**config.mk**
```make
export PLATFORM = sky130hd
export DESIGN_NAME = instr_decode_stage
export DESIGN_NICKNAME = d
export VERILOG_FILES = /design/src/rtl/instr_decode_stage.sv
export SDC_FILE = /design/constraint.sdc
export NUM_CORES = 1
export LEC_CHECK = 0
export BUFFER_PORTS_ARGS = -buffer_cell sky130_fd_sc_hd__clkbuf_2
export CAP_MARGIN = 15
export CORE_MARGIN = 10
export CORE_UTILIZATION = 58
export DETAILED_ROUTE_END_ITERATION = 16
export GPL_TIMING_DRIVEN = 0
export PLACE_DENSITY_LB_ADDON = 0.3
export SYNTH_ARGS = -nofsm -noshare
export SYNTH_HDL_FRONTEND = slang
export SYNTH_SLANG_ARGS = --single-unit
```
**constraint.sdc**
```tcl
create_clock -name clk -period 3 [get_ports clk]
set_input_delay 0.15 -clock clk [delete_from_list [all_inputs] [get_ports clk]]
set_output_delay 0.15 -clock clk [all_outputs]
set_load 0.02 [all_outputs]
```
**src/rtl/instr_decode_stage.sv**
```systemverilog
// Purpose : registered instruction decode; splits packed words into fields and flags illegal opcodes.
// Latency : 1 cycle from accept edge to out_valid; every output comes straight from a flop.
// Backpressure: two-entry skid buffer (main + skid); in_ready drops only while both entries hold words.
//
// Ports:
//   clk, rst_n          rising-edge clock, asynchronous active-low reset
//   flush               synchronous drop of all buffered words (an offered word is discarded too)
//   in_valid/in_ready   upstream handshake, in_instr = {data, opcode, load_imm, rw, addr1, addr2, addr3}
//   out_valid/out_ready downstream handshake, out_* are the decoded fields of the oldest word
//   out_illegal         opcode >= NUM_OPS; such words pass through with out_rw forced low
//   instr_count         wrapping count of retired words (out_valid & out_ready)
module instr_decode_stage #(
  parameter int DATA_W     = 16,
  parameter int OP_W       = 4,
  parameter int REG_ADDR_W = 5,
  parameter int NUM_OPS    = 12,
  parameter int CNT_W      = 16,
  localparam int INSTR_W   = DATA_W + OP_W + 2 + 3*REG_ADDR_W
) (
  input  logic                  clk,
  input  logic                  rst_n,
  input  logic                  flush,
  input  logic                  in_valid,
  output logic                  in_ready,
  input  logic [INSTR_W-1:0]    in_instr,
  output logic                  out_valid,
  input  logic                  out_ready,
  output logic [DATA_W-1:0]     out_data,
  output logic [OP_W-1:0]       out_opcode,
  output logic                  out_load_imm,
  output logic                  out_rw,
  output logic [REG_ADDR_W-1:0] out_addr1,
  output logic [REG_ADDR_W-1:0] out_addr2,
  output logic [REG_ADDR_W-1:0] out_addr3,
  output logic                  out_illegal,
  output logic [CNT_W-1:0]      instr_count
);

  localparam logic [1:0] EMPTY = 2'd0;
  localparam logic [1:0] ONE   = 2'd1;
  localparam logic [1:0] TWO   = 2'd2;

  // One extra bit so NUM_OPS == 2**OP_W (every opcode legal) still compares correctly.
  localparam logic [OP_W:0] NUM_OPS_C = (OP_W+1)'(NUM_OPS);

  typedef struct packed {
    logic [DATA_W-1:0]     data;
    logic [OP_W-1:0]       opcode;
    logic                  load_imm;
    logic                  rw;
    logic [REG_ADDR_W-1:0] addr1;
    logic [REG_ADDR_W-1:0] addr2;
    logic [REG_ADDR_W-1:0] addr3;
  } instr_t;

  typedef struct packed {
    instr_t f;
    logic   illegal;
  } dec_t;

  logic [1:0] state_q;
  dec_t       main_q;
  dec_t       skid_q;
  dec_t       dec_in;
  instr_t     in_w;
  logic [CNT_W-1:0] cnt_q;
  logic       acc;
  logic       ret;

  assign in_w = instr_t'(in_instr);

  // Decode before storage so the out_* ports never see a combinational path.
  always_comb begin
    dec_in         = '0;
    dec_in.f       = in_w;
    dec_in.illegal = ({1'b0, in_w.opcode} >= NUM_OPS_C);
    if (dec_in.illegal) dec_in.f.rw = 1'b0;
  end

  assign in_ready  = (state_q != TWO);
  assign out_valid = (state_q != EMPTY);
  assign acc       = in_valid & in_ready;
  assign ret       = out_valid & out_ready;

  always_ff @(posedge clk or negedge rst_n) begin
    if (!rst_n) begin
      state_q <= EMPTY;
      main_q  <= '0;
      skid_q  <= '0;
      cnt_q   <= '0;
    end else begin
      // A retire in a flush cycle still happened downstream, so it is counted.
      if (ret) cnt_q <= cnt_q + CNT_W'(1);

      if (flush) begin
        state_q <= EMPTY;
      end else begin
        case (state_q)
          EMPTY: begin
            if (acc) begin
              main_q  <= dec_in;
              state_q <= ONE;
            end
          end
          ONE: begin
            if (acc && !ret) begin
              skid_q  <= dec_in;
              state_q <= TWO;
            end else if (acc && ret) begin
              main_q  <= dec_in;
            end else if (ret) begin
              state_q <= EMPTY;
            end
          end
          TWO: begin
            // in_ready is low here, so only the skid-to-main move can happen.
            if (ret) begin
              main_q  <= skid_q;
              state_q <= ONE;
            end
          end
          default: state_q <= EMPTY;
        endcase
      end
    end
  end

  assign out_data     = main_q.f.data;
  assign out_opcode   = main_q.f.opcode;
  assign out_load_imm = main_q.f.load_imm;
  assign out_rw       = main_q.f.rw;
  assign out_addr1    = main_q.f.addr1;
  assign out_addr2    = main_q.f.addr2;
  assign out_addr3    = main_q.f.addr3;
  assign out_illegal  = main_q.illegal;
  assign instr_count  = cnt_q;

endmodule

```
==> impl_metrics.tcl <==
set metrics [dict create \
    outcome "completed" \
    final_util_pct 73.3 \
    finalCriticalPeriod_ps 1780 \
    p_leak_nw 2.49 \
    dp.cells 481 \
    clk_path_buf_depth 2 \
    grt_pass1_vias 2826 \
    grt_start_max_net_pins 55 \
    post-dp-hpwl_um 6510 \
    hold_path.class "input port to register" \
    p_int_mw 2.44 \
    viasPerCell 5.23 \
    setup_viol 0 \
    n_antenna_cell 0 \
    die_area_um2 11100 \
    slew_violations 0 \
    htree_num_levels 3 \
    max-slew-margin-rel_pct 61.9 \
    cellPowerDensity_nw_per_um2 677 \
    finalHoldViolCount 0 \
    tightest_slew_ps 572 \
    stdcell_count 498 \
    postSynthCellCount 287 \
    p_total_mw 3.43 \
    grt_usage_pct 15.9 \
    route.detailed.drc 0 \
    switchingPower_uw 990 \
    cts_tree "yes" \
    finalWirelength_um 8700 \
    fmax_ghz 0.560 \
    cts_buffers 9 \
    start_kind "register" \
    final_area_um2 5060 \
    firstDrtPassIters 4 \
    clock_power_share_pct 26.4 \
    crit_fanout 10 \
    cts.sinks 94 \
    final_nets 440 \
    rsz0062_at_grt "no" \
    yosys_warnings 0 \
    arrival_ps 2020 \
    worstPathRequired_ps 3240 \
    skew_ps 10.6 \
    die_x_um 105 \
    synth_cell_type_count 29 \
    worstSetupPathType "register to register" \
    core_area_um2 6910 \
    grt_overflow 0 \
    start_util_pct 60.9 \
    tns_ps 0 \
    switching_share_pct 28.9 \
    drv_cap 0 \
    place_area_um2 4840 \
    final_cell_mix "clkbuf_2 (96), dfrtp_1 (94), mux2_2 (90)" \
    rows 30 \
    critPathCaptureType "register" \
    dr.first_iter.drc_count 52 \
    synth.net_count 330 \
    ir_drop_mv 0.385 \
    area_growth_pct 20.5 \
    gp_congestion 0.740 \
    io_buffers 97 \
    ys_ff_latch 94 \
    seq_power_share_pct 49.9 \
    cts_root_buffer "clkbuf_8" \
    final_common_cell "clkbuf_2" \
    num_vias 2606 \
    clkTransAtPathRegs_ps 90 \
    combPwrFrac_pct 23.8 \
    antenna_found_initial 0 \
    synth_area_um2 4200 \
    ctsResizeCount 0 \
    fin_crit_sh_pct 59.5 \
    yosysSeqAreaShare_pct 56.0 \
    dieHeight_um 105 \
    ant_nets 0 \
    syn_area_per_cell_um2 14.6 \
    drive_gt1_share_pct 60.0 \
    wl_per_cell_um 17.5 \
    clock_latency_ps 350 \
    io_pins 98 \
    grt_pass1_wl_um 14300 \
]
## final cells by class
class,instances,area [um^2]
flip-flops and latches,94,2350
fillers,494,1840
multi-input cells,179,1750
repair buffers,99,526
clock buffers,12,145
well taps,96,120
plain buffers,13,95.1
clock inverters,4,70.1
inverters,1,3.75
## metal layers
| metal | up-vias | share of wire, % | track usage (%) |
|---|---|---|---|
| met5 | - | 0 | 0 |
| met1 | 1302 | 42 | 18.8 |
| met2 | 67 | 50 | 26.1 |
| li1 | 1225 | - | - |
| met4 | 0 | 2.0 | 6.96 |
| met3 | 12 | 6.0 | 4.85 |
## critical path, cell delays in order, from the launching register on
cell and delay, ps:
dfrtp_1 450, mux2i_1 260, nor2_2 80, o21bai_2 180, buf_6 190, buf_6 200
mux2_4 310
## timing repair
item                                   in CTS  in global routing
buffers inserted                            0                  0
hold buffers                                1                  0
endpoints found under the hold margin      40                  0
## state kept, by name, indices dropped and copies added (netlist names)
| signal | count |
|---|---|
| instr_count | 16 |
| out_addr1 | 5 |
| out_addr2 | 5 |
| out_addr3 | 5 |
| out_data | 16 |
| out_illegal | 1 |
| out_load_imm | 1 |
| out_opcode | 4 |
| out_rw | 1 |
| skid_q | 38 |
| state_q | 2 |
## power by group through the flow
stage | Combinational, mW | Sequential [mW] | Clock [mW]
2_1_floorplan | 0.382 | 1.86 | 0
3_3_place_gp | 0.798 | 1.71 | 0
3_5_place_dp | 0.830 | 1.73 | 0
4_1_cts | 0.834 | 1.71 | 0.922
5_1_grt | 0.882 | 1.75 | 0.968
6_report | 0.814 | 1.71 | 0.904
## worst paths after layout
kind                           startpoint        endpoint  depth (start not counted)  slack, ps
min                                 flush      state_q[0]                          2         20
min in group asynchronous           rst_n     out_data[8]                          2        360
max                            state_q[1]    out_addr3[3]                          6       1220
max in group asynchronous           rst_n     out_data[1]                          3       1980
min reg2reg                instr_count[8]  instr_count[8]                          1        490
max reg2reg                    state_q[1]    out_addr3[3]                          6       1220
## cell families (layout without fill, tap and decap cells)
family | count (synthesis) | after routing | share of synthesized area, %
fa+ha+maj | 1 | 1 | 0.298
flops | 94 | 94 | 56.0
xor+xnor | 15 | 15 | 3.13
buf+inv | 14 | 129 | 2.35
mux | 111 | 111 | 31.5
simple gates | 44 | 44 | 5.66
compound gates | 8 | 8 | 1.10
## through the flow
| step | setup WS, ps | hold WS, ps |
|---|---|---|
| 4_1_cts | 1210 | 7.61 |
| 3_3_place_gp | 661 | 354 |
| 3_5_place_dp | 1230 | 208 |
| 2_1_floorplan | 1420 | -146 |
| 6_report | 1220 | 18.6 |
| 5_1_grt | 1090 | 31.3 |
## Yosys cell counts (all sizes together)
cell | number | area share, %
mux2 | 110 | 31
ha | 1 | 0.30
nand4 | 3 | 0.45
xor2 | 4 | 0.83
mux2i | 1 | 0.24
nor2b | 2 | 0.30
buf | 13 | 2.3
dfrtp | 94 | 56
and2 | 3 | 0.45
and3 | 3 | 0.45
nor2 | 5 | 0.51
or2 | 1 | 0.15
or3b | 1 | 0.21
nor3 | 3 | 0.74
xnor2 | 11 | 2.3
o21bai | 1 | 0.27
inv | 1 | 0.089
nand2 | 17 | 1.5
and4 | 2 | 0.42
o21ai | 5 | 0.60
nand3 | 4 | 0.48
a21oi | 2 | 0.24
No activity file was read; power rests on OpenSTA's default activity.
